**src/rtl/vga_timing_gen.sv**
```systemverilog
// -----------------------------------------------------------------------------
// vga_timing_gen
//
// Purpose:
//   Free-running 640x480@60 Hz VGA timing generator driven by the 25 MHz pixel
//   clock. It produces the current pixel coordinates for the sprite renderers,
//   a visible-area flag, active-low sync strobes for the DAC/pins and a
//   one-cycle frame_start pulse at position (0,0).
//
// Ports:
//   vga_clk      in   1   pixel clock (25 MHz)
//   reset_n      in   1   asynchronous active-low reset
//   DrawX        out  10  horizontal counter, 0..H_TOTAL-1
//   DrawY        out  10  vertical counter,   0..V_TOTAL-1
//   hs           out  1   horizontal sync, active low
//   vs           out  1   vertical sync, active low
//   blank        out  1   1 = visible pixel, 0 = blanking interval
//   frame_start  out  1   high while DrawX==0 and DrawY==0
//   frame_count  out  8   frames since reset, wraps 255->0
//                         (present only when VGA_FRAME_COUNT_EN is defined)
//
// Optional feature macro: VGA_FRAME_COUNT_EN
//   Defined   -> adds the frame_count port and its register.
//   Undefined -> port and register absent; all other behaviour identical.
//
// Timing parameters must keep H_TOTAL and V_TOTAL at or below 1024 so the
// 10-bit counters never overflow; no saturation logic is provided.
// -----------------------------------------------------------------------------
module vga_timing_gen #(
  parameter int H_VISIBLE = 640,
  parameter int H_FRONT   = 16,
  parameter int H_SYNC    = 96,
  parameter int H_BACK    = 48,
  parameter int V_VISIBLE = 480,
  parameter int V_FRONT   = 10,
  parameter int V_SYNC    = 2,
  parameter int V_BACK    = 33
) (
  input  logic       vga_clk,
  input  logic       reset_n,
  output logic [9:0] DrawX,
  output logic [9:0] DrawY,
  output logic       hs,
  output logic       vs,
  output logic       blank,
  output logic       frame_start
`ifdef VGA_FRAME_COUNT_EN
  ,
  output logic [7:0] frame_count
`endif
);

  // Derived line/frame geometry.
  localparam int H_TOTAL = H_VISIBLE + H_FRONT + H_SYNC + H_BACK;
  localparam int V_TOTAL = V_VISIBLE + V_FRONT + V_SYNC + V_BACK;

  localparam logic [9:0] H_LAST       = 10'(H_TOTAL - 1);
  localparam logic [9:0] V_LAST       = 10'(V_TOTAL - 1);
  localparam logic [9:0] H_VIS_END    = 10'(H_VISIBLE);
  localparam logic [9:0] V_VIS_END    = 10'(V_VISIBLE);
  localparam logic [9:0] H_SYNC_START = 10'(H_VISIBLE + H_FRONT);
  localparam logic [9:0] H_SYNC_END   = 10'(H_VISIBLE + H_FRONT + H_SYNC);
  localparam logic [9:0] V_SYNC_START = 10'(V_VISIBLE + V_FRONT);
  localparam logic [9:0] V_SYNC_END   = 10'(V_VISIBLE + V_FRONT + V_SYNC);

  // Counter state and registered decode outputs.
  logic [9:0] r_hc;
  logic [9:0] r_vc;
  logic       r_hs;
  logic       r_vs;
  logic       r_blank;
  logic       r_frame_start;

  // Next-state counter values and wrap conditions.
  logic       w_h_wrap;
  logic       w_v_wrap;
  logic [9:0] w_hc_next;
  logic [9:0] w_vc_next;

  assign w_h_wrap  = (r_hc == H_LAST);
  assign w_v_wrap  = w_h_wrap && (r_vc == V_LAST);
  assign w_hc_next = w_h_wrap ? 10'd0 : (r_hc + 10'd1);
  assign w_vc_next = w_v_wrap ? 10'd0
                   : (w_h_wrap ? (r_vc + 10'd1) : r_vc);

  // NOTE: the sync/blank/frame_start flags are decoded from the *next* counter
  // values and registered alongside the counters, so every output changes on
  // the same edge as DrawX/DrawY. Decoding from r_hc/r_vc instead would lag
  // the coordinates by one pixel.
  always_ff @(posedge vga_clk or negedge reset_n) begin
    // NOTE: state uses non-blocking assignments and an asynchronous reset so
    // the outputs snap to position (0,0) the moment reset_n falls, without
    // waiting for a clock edge.
    if (!reset_n) begin
      r_hc          <= 10'd0;
      r_vc          <= 10'd0;
      r_hs          <= 1'b1;
      r_vs          <= 1'b1;
      r_blank       <= 1'b1;
      r_frame_start <= 1'b1;
    end else begin
      r_hc          <= w_hc_next;
      r_vc          <= w_vc_next;
      r_hs          <= !((w_hc_next >= H_SYNC_START) && (w_hc_next < H_SYNC_END));
      // vs spans the whole line, porches included, so it depends on vc only.
      r_vs          <= !((w_vc_next >= V_SYNC_START) && (w_vc_next < V_SYNC_END));
      r_blank       <= (w_hc_next < H_VIS_END) && (w_vc_next < V_VIS_END);
      r_frame_start <= (w_hc_next == 10'd0) && (w_vc_next == 10'd0);
    end
  end

  assign DrawX       = r_hc;
  assign DrawY       = r_vc;
  assign hs          = r_hs;
  assign vs          = r_vs;
  assign blank       = r_blank;
  assign frame_start = r_frame_start;

`ifdef VGA_FRAME_COUNT_EN
  logic [7:0] r_frame_count;

  // Advances on the frame wrap edge, i.e. the edge where frame_start rises.
  // The 8-bit add wraps 255 -> 0 naturally.
  always_ff @(posedge vga_clk or negedge reset_n) begin
    if (!reset_n) begin
      r_frame_count <= 8'd0;
    end else if (w_v_wrap) begin
      r_frame_count <= r_frame_count + 8'd1;
    end
  end

  assign frame_count = r_frame_count;
`endif

endmodule

```
**config.mk**
```make
export PLATFORM = sky130hd
export DESIGN_NAME = vga_timing_gen
export DESIGN_NICKNAME = d
export VERILOG_FILES = /design/src/rtl/vga_timing_gen.sv
export SDC_FILE = /design/constraint.sdc
export NUM_CORES = 1
export LEC_CHECK = 0
export ABC_AREA = 1
export BUFFER_PORTS_ARGS = -buffer_cell sky130_fd_sc_hd__buf_2
export CAP_MARGIN = 0
export CORE_MARGIN = 2
export CORE_UTILIZATION = 31
export CTS_CLUSTER_SIZE = 16
export DETAILED_ROUTE_END_ITERATION = 7
export GPL_TIMING_DRIVEN = 1
export SYNTH_ARGS = -nofsm -noshare
export SYNTH_HDL_FRONTEND = slang
export SYNTH_SLANG_ARGS = --single-unit
```
**constraint.sdc**
```tcl
create_clock -name vga_clk -period 3.6 [get_ports vga_clk]
set_clock_uncertainty 0.2 [all_clocks]
set_input_delay 0.36 -clock vga_clk [delete_from_list [all_inputs] [get_ports vga_clk]]
set_output_delay 0.36 -clock vga_clk [all_outputs]
set_load 0.02 [all_outputs]
```
# Word-level counts from Yosys, hierarchy flattened
# Index checks and enable logic that the tools add are counted.
totals:
  ff_bits: 24
  in_bits: 2
  output_inout_bits: 24
  word_cells: 28
op_classes:
  add_sub_neg: 2
  n_lt_le_gt_ge: 6
  eq_ne: 2
  n_mux: 3
  reduce_logical: 9
op_table:
  columns: ["operator", "count"]
  rows:
  - ["10-bit 2-to-1 mux", 3]
  - ["10-bit by 1-bit adder with 10-bit output, second input constant", 2]
  - ["10-bit == test, second input constant", 2]
  - ["10-bit logical NOT", 2]
  - ["10-bit < comparator, second input constant", 2]
  - ["10-bit by 9-bit < comparator with 1-bit output, second input constant", 2]
  - ["10-bit greater-or-equal comparator, second input constant", 1]
  - ["10-bit by 9-bit greater-or-equal comparator with 1-bit output, second input constant", 1]
  - ["1-bit logical AND", 5]
  - ["1-bit logical NOT", 2]

# Logic depth before layout (Yosys ltp)
logic_depth:
  depth_word: 6
  mapped_depth: 12
  depth_no_buf: 12

# Worst setup path before layout
# Ideal clock, no wire load.
synth_path:
  path_kind: "reg2reg"
  startpoint: "register r_hc[0] (netlist: DrawX[0])"
  endpoint: "register r_vs (netlist: vs)"
  setup_time_ps: 77
  t_arrival_ps: 1660
  required_time_ps: 3323
  setup_slack_ps: 1663
  path_stages_with_launch: 13
  path_buffers: 0
  synth_period_minus_slack_ps: 1937
  path_cell_list: "dfrtp_1 -> ha_1 -> nand2_4 -> inv_2 -> nand2_4 -> nor2_8 -> nand3_1 -> nand2_1 -> nand2_2 -> nand2_2 -> nand2_1 -> nor2_2 -> nand2_1"
synth_between:
  elab_chain_len: 6
  elab_cells_between_ends: 8
  classes_between: "2 x order compare; 1 x eq/ne; 2 x mux; 3 x reduce/logical"
synth_rtl:
  columns: ["element", "line", "rtl"]
  rows:
  - ["from (decl)", "67", "logic [9:0] r_hc;"]
  - ["from (signal assigned)", "102", "r_hc <= w_hc_next;"]
  - ["10-bit == test (*)", "80", "assign w_h_wrap = (r_hc == H_LAST);"]
  - ["10-bit 2-to-1 mux / 1-bit logical AND (equally long branches)", "84, 81", null]
  - ["10-bit 2-to-1 mux (*)", "83", "assign w_vc_next = w_v_wrap ? 10'd0"]
  - ["10-bit by 9-bit greater-or-equal comparator with 1-bit output / 10-bit by 9-bit < comparator with 1-bit output (equally long branches)", "106", "r_vs <= !((w_vc_next >= V_SYNC_START) && (w_vc_next < V_SYNC_END));"]
  - ["1-bit logical AND (*)", "106", null]
  - ["1-bit logical NOT (*)", "106", null]
  - ["to (signal assigned)", "106", null]
  - ["to (decl)", "70", "logic r_vs;"]
# Mark *: on every way between the ends. The rest lies on a longest branch, timed or not.

# Worst setup path after layout
layout_path:
  startpoint: "register r_hc[0] (netlist: DrawX[0])"
  endpoint: "register r_frame_start (netlist: frame_start)"
layout_between:
  elab_chain_len: 5
  elab_cells_between_ends: 9
  classes_between: "1 x add/sub; 1 x eq/ne; 3 x mux; 4 x reduce/logical"
layout_rtl:
  columns: ["element", "line", "rtl"]
  rows:
  - ["parallel branches: the longest is 4 deep, another holds 10-bit by 1-bit adder with 10-bit output", null, null]
  - ["1-bit logical AND (*)", "108", "r_frame_start <= (w_hc_next == 10'd0) && (w_vc_next == 10'd0);"]
  - ["to (signal assigned)", "108", null]
  - ["to (decl)", "72", "logic r_frame_start;"]
# Every way passes the cells marked *.

==> results.sh <==
export IMPL_outcome="complete, no violations"
export IMPL_io_buffer_count=25
export IMPL_maxCapViolations=0
export IMPL_whs_ns=0.363
export IMPL_io_pins=26
export IMPL_slew_headroom=0.623
export IMPL_clock_sinks=24
export IMPL_yosysMostFrequentCell="nand2_1"
export IMPL_clk_path_buf_depth=2
export IMPL_numCtsBuffers=3
export IMPL_die_height_um=75.2
export IMPL_post_route_period_util=0.580
export IMPL_grt_overflow_total=0
export IMPL_rows=25
export IMPL_via_per_inst=4.49
export IMPL_initial_utilization=0.326
export IMPL_r2r_start="DrawX[0]"
export IMPL_yosys_top_cells_count="nand2_1, inv_1, nor2_1"
export IMPL_cts_tree="built"
export IMPL_grt_pass1_wl_mm=6.17
export IMPL_die_area_mm2=0.00566
export IMPL_clkTransAtPathRegs_ns=0.10
export IMPL_leakagePower_nw=1.09
export IMPL_synth_top_area_share=0.318
export IMPL_syn_inst=219
export IMPL_final_layout_size_suffix_gt1_frac=0.247
export IMPL_r2r_cells=11
export IMPL_worstMarginPinSlew_ns=0.566
export IMPL_drt_iter0_drc=77
export IMPL_crit_type="reg2reg"
export IMPL_r2r_end="frame_start"
export IMPL_avgSynthCellArea_um2=7.18
export IMPL_worstPathRequired_ns=3.60
export IMPL_dp_hpwl_mm=2.80
export IMPL_yosys_area_top_type="dfrtp_1"
export IMPL_max_freq_mhz=479
export IMPL_ctsResizeCount=0
export IMPL_htreeDepth=1
export IMPL_wl_mm=3.65
export IMPL_clock_latency_ns=0.27
export IMPL_gp_congestion=0.829
export IMPL_end_kind="flop"
export IMPL_ff2ff_setup_slack_ns=1.51
export IMPL_synth_area_top_cells="dfrtp_1, nand2_1, inv_1"
export IMPL_grt_pass1_vias=1406
export IMPL_netlist_area_mm2=0.00157
export IMPL_area_delta_synth_final_pct=17.4
export IMPL_hold_viol=0
export IMPL_synthArstFlopShare=1.00
export IMPL_clockRootBuffer="clkbuf_8"
export IMPL_grt_setup_unrepaired="false"
export IMPL_slew_viol_final=0
export IMPL_synth_seq_area_share=0.385
export IMPL_vias=1411
export IMPL_fin_ws_ns=1.51
export IMPL_nets=253
export IMPL_drc=0
export IMPL_synth_distinct_cells=28
export IMPL_die_w_um=75.2
export IMPL_syn_num_nets=224
export IMPL_wire_per_inst_um=11.6
export IMPL_synth_ff_type="dfrtp_1"
export IMPL_diodes=0
export IMPL_arrival_ns=2.09
export IMPL_power_density_mw_per_mm2=280
export IMPL_p_total_uw=517
export IMPL_ir_drop_v=0.000142
export IMPL_drt_pass1_iter_count=6
export IMPL_fin_crit_ns=2.09
export IMPL_ys_warn_count=0
export IMPL_ys_seq_elements=24
export IMPL_antenna_found_initial=0
export IMPL_tns_ns=0
export IMPL_crit_start="DrawX[0]"
export IMPL_pre_cts_slack_ns=1.55
export IMPL_cp_start_kind="flop"
export IMPL_grt_start_max_net_pins=25
export IMPL_core_region_area_mm2=0.00482
export IMPL_worstHoldPathType="reg2reg"
export IMPL_antenna_left=0
export IMPL_setup_viol=0
export IMPL_synth_edf_count=0
export IMPL_grt_usage=0.143
export IMPL_crit_end="frame_start"
export IMPL_crit_fanout=12
sequential cells by signal, indices dropped and copies added (netlist names):
signal and count:
DrawX 10, hs 1, vs 1, DrawY 10, frame_start 1, blank 1
power by group:
| group | switching, mW | leakage (nW) | internal [mW] |
|---|---|---|---|
| Clock | 0.0924 | 0.0357 | 0.149 |
| Sequential | 0 | 0.307 | 0.270 |
| Combinational | 0.00541 | 0.752 | 0.00109 |
| Total | 0.0978 | 1.09 | 0.419 |
metrics by stage:
stage               utilization  instance area [um^2]  instances
floorplan                     -                  1570        219
global placement          0.366                  1770        309
detailed placement        0.366                  1770        309
CTS                       0.383                  1850        314
global route              0.383                  1850        314
finish                    0.383                  1850        314
final cells by class:
cell class                 count  area (um^2)
sequential                    24          606
fill                         542         2970
tap                           67         83.8
clock inverter                 1         30.0
timing repair buffer          26          135
multi-input combinational    154          805
inverter                      39          146
clock buffer                   3         41.3
per-layer routing:
layer  wire length [um]  vias up  global-route usage
li1                   -      723                   -
met1               1750      662               0.175
met2               1760       24               0.258
met3                124        2              0.0241
met4                 18        0              0.0409
met5                  0        -                   0
cells in the final DEF, fill, tap and decap left out, types with 4 or more instances in the layout:
master,instances
nand2_2,10
nor2_1,28
inv_2,5
buf_2,25
dfstp_2,4
nand2_1,63
dfrtp_1,20
nand3_1,20
nand4_1,5
inv_1,33
what timing repair did:
item	CTS	global route
hold endpoints to repair	20	0
buffers inserted	0	0
hold buffers	1	0
worst max-delay path: stages (launching register included):
cell and delay, ns:
dfrtp_1 0.46, ha_1 0.25, nand2_4 0.10, nor2_8 0.14, nand3_4 0.18, inv_2 0.15
nand2_1 0.06, nand2_1 0.11, nand2_1 0.07, nor2_1 0.11, nand3_1 0.08, nor2_1 0.11
cells by family after synthesis:
group                      synth area share
and+or+nand+nor                       0.438
buffers and inverters                 0.103
DFF                                   0.385
AOI/OAI and AO/OA                    0.0334
xor gates and xnor gates             0.0167
adders and majority gates            0.0239
how the worst min path moves through the flow:
stage	slack, ns	cells past startpoint	from	to
final	0.36	1	DrawX[0]	DrawX[0]
after global routing	0.39	1	DrawX[0]	DrawX[0]
after CTS	0.36	1	DrawX[0]	DrawX[0]
after detailed placement	0.20	1	reset_n	DrawY[9]
after global placement	0.18	1	reset_n	DrawY[7]
after floorplan	-0.14	0	reset_n	DrawX[0]
Power figures use the tool's default switching activity.
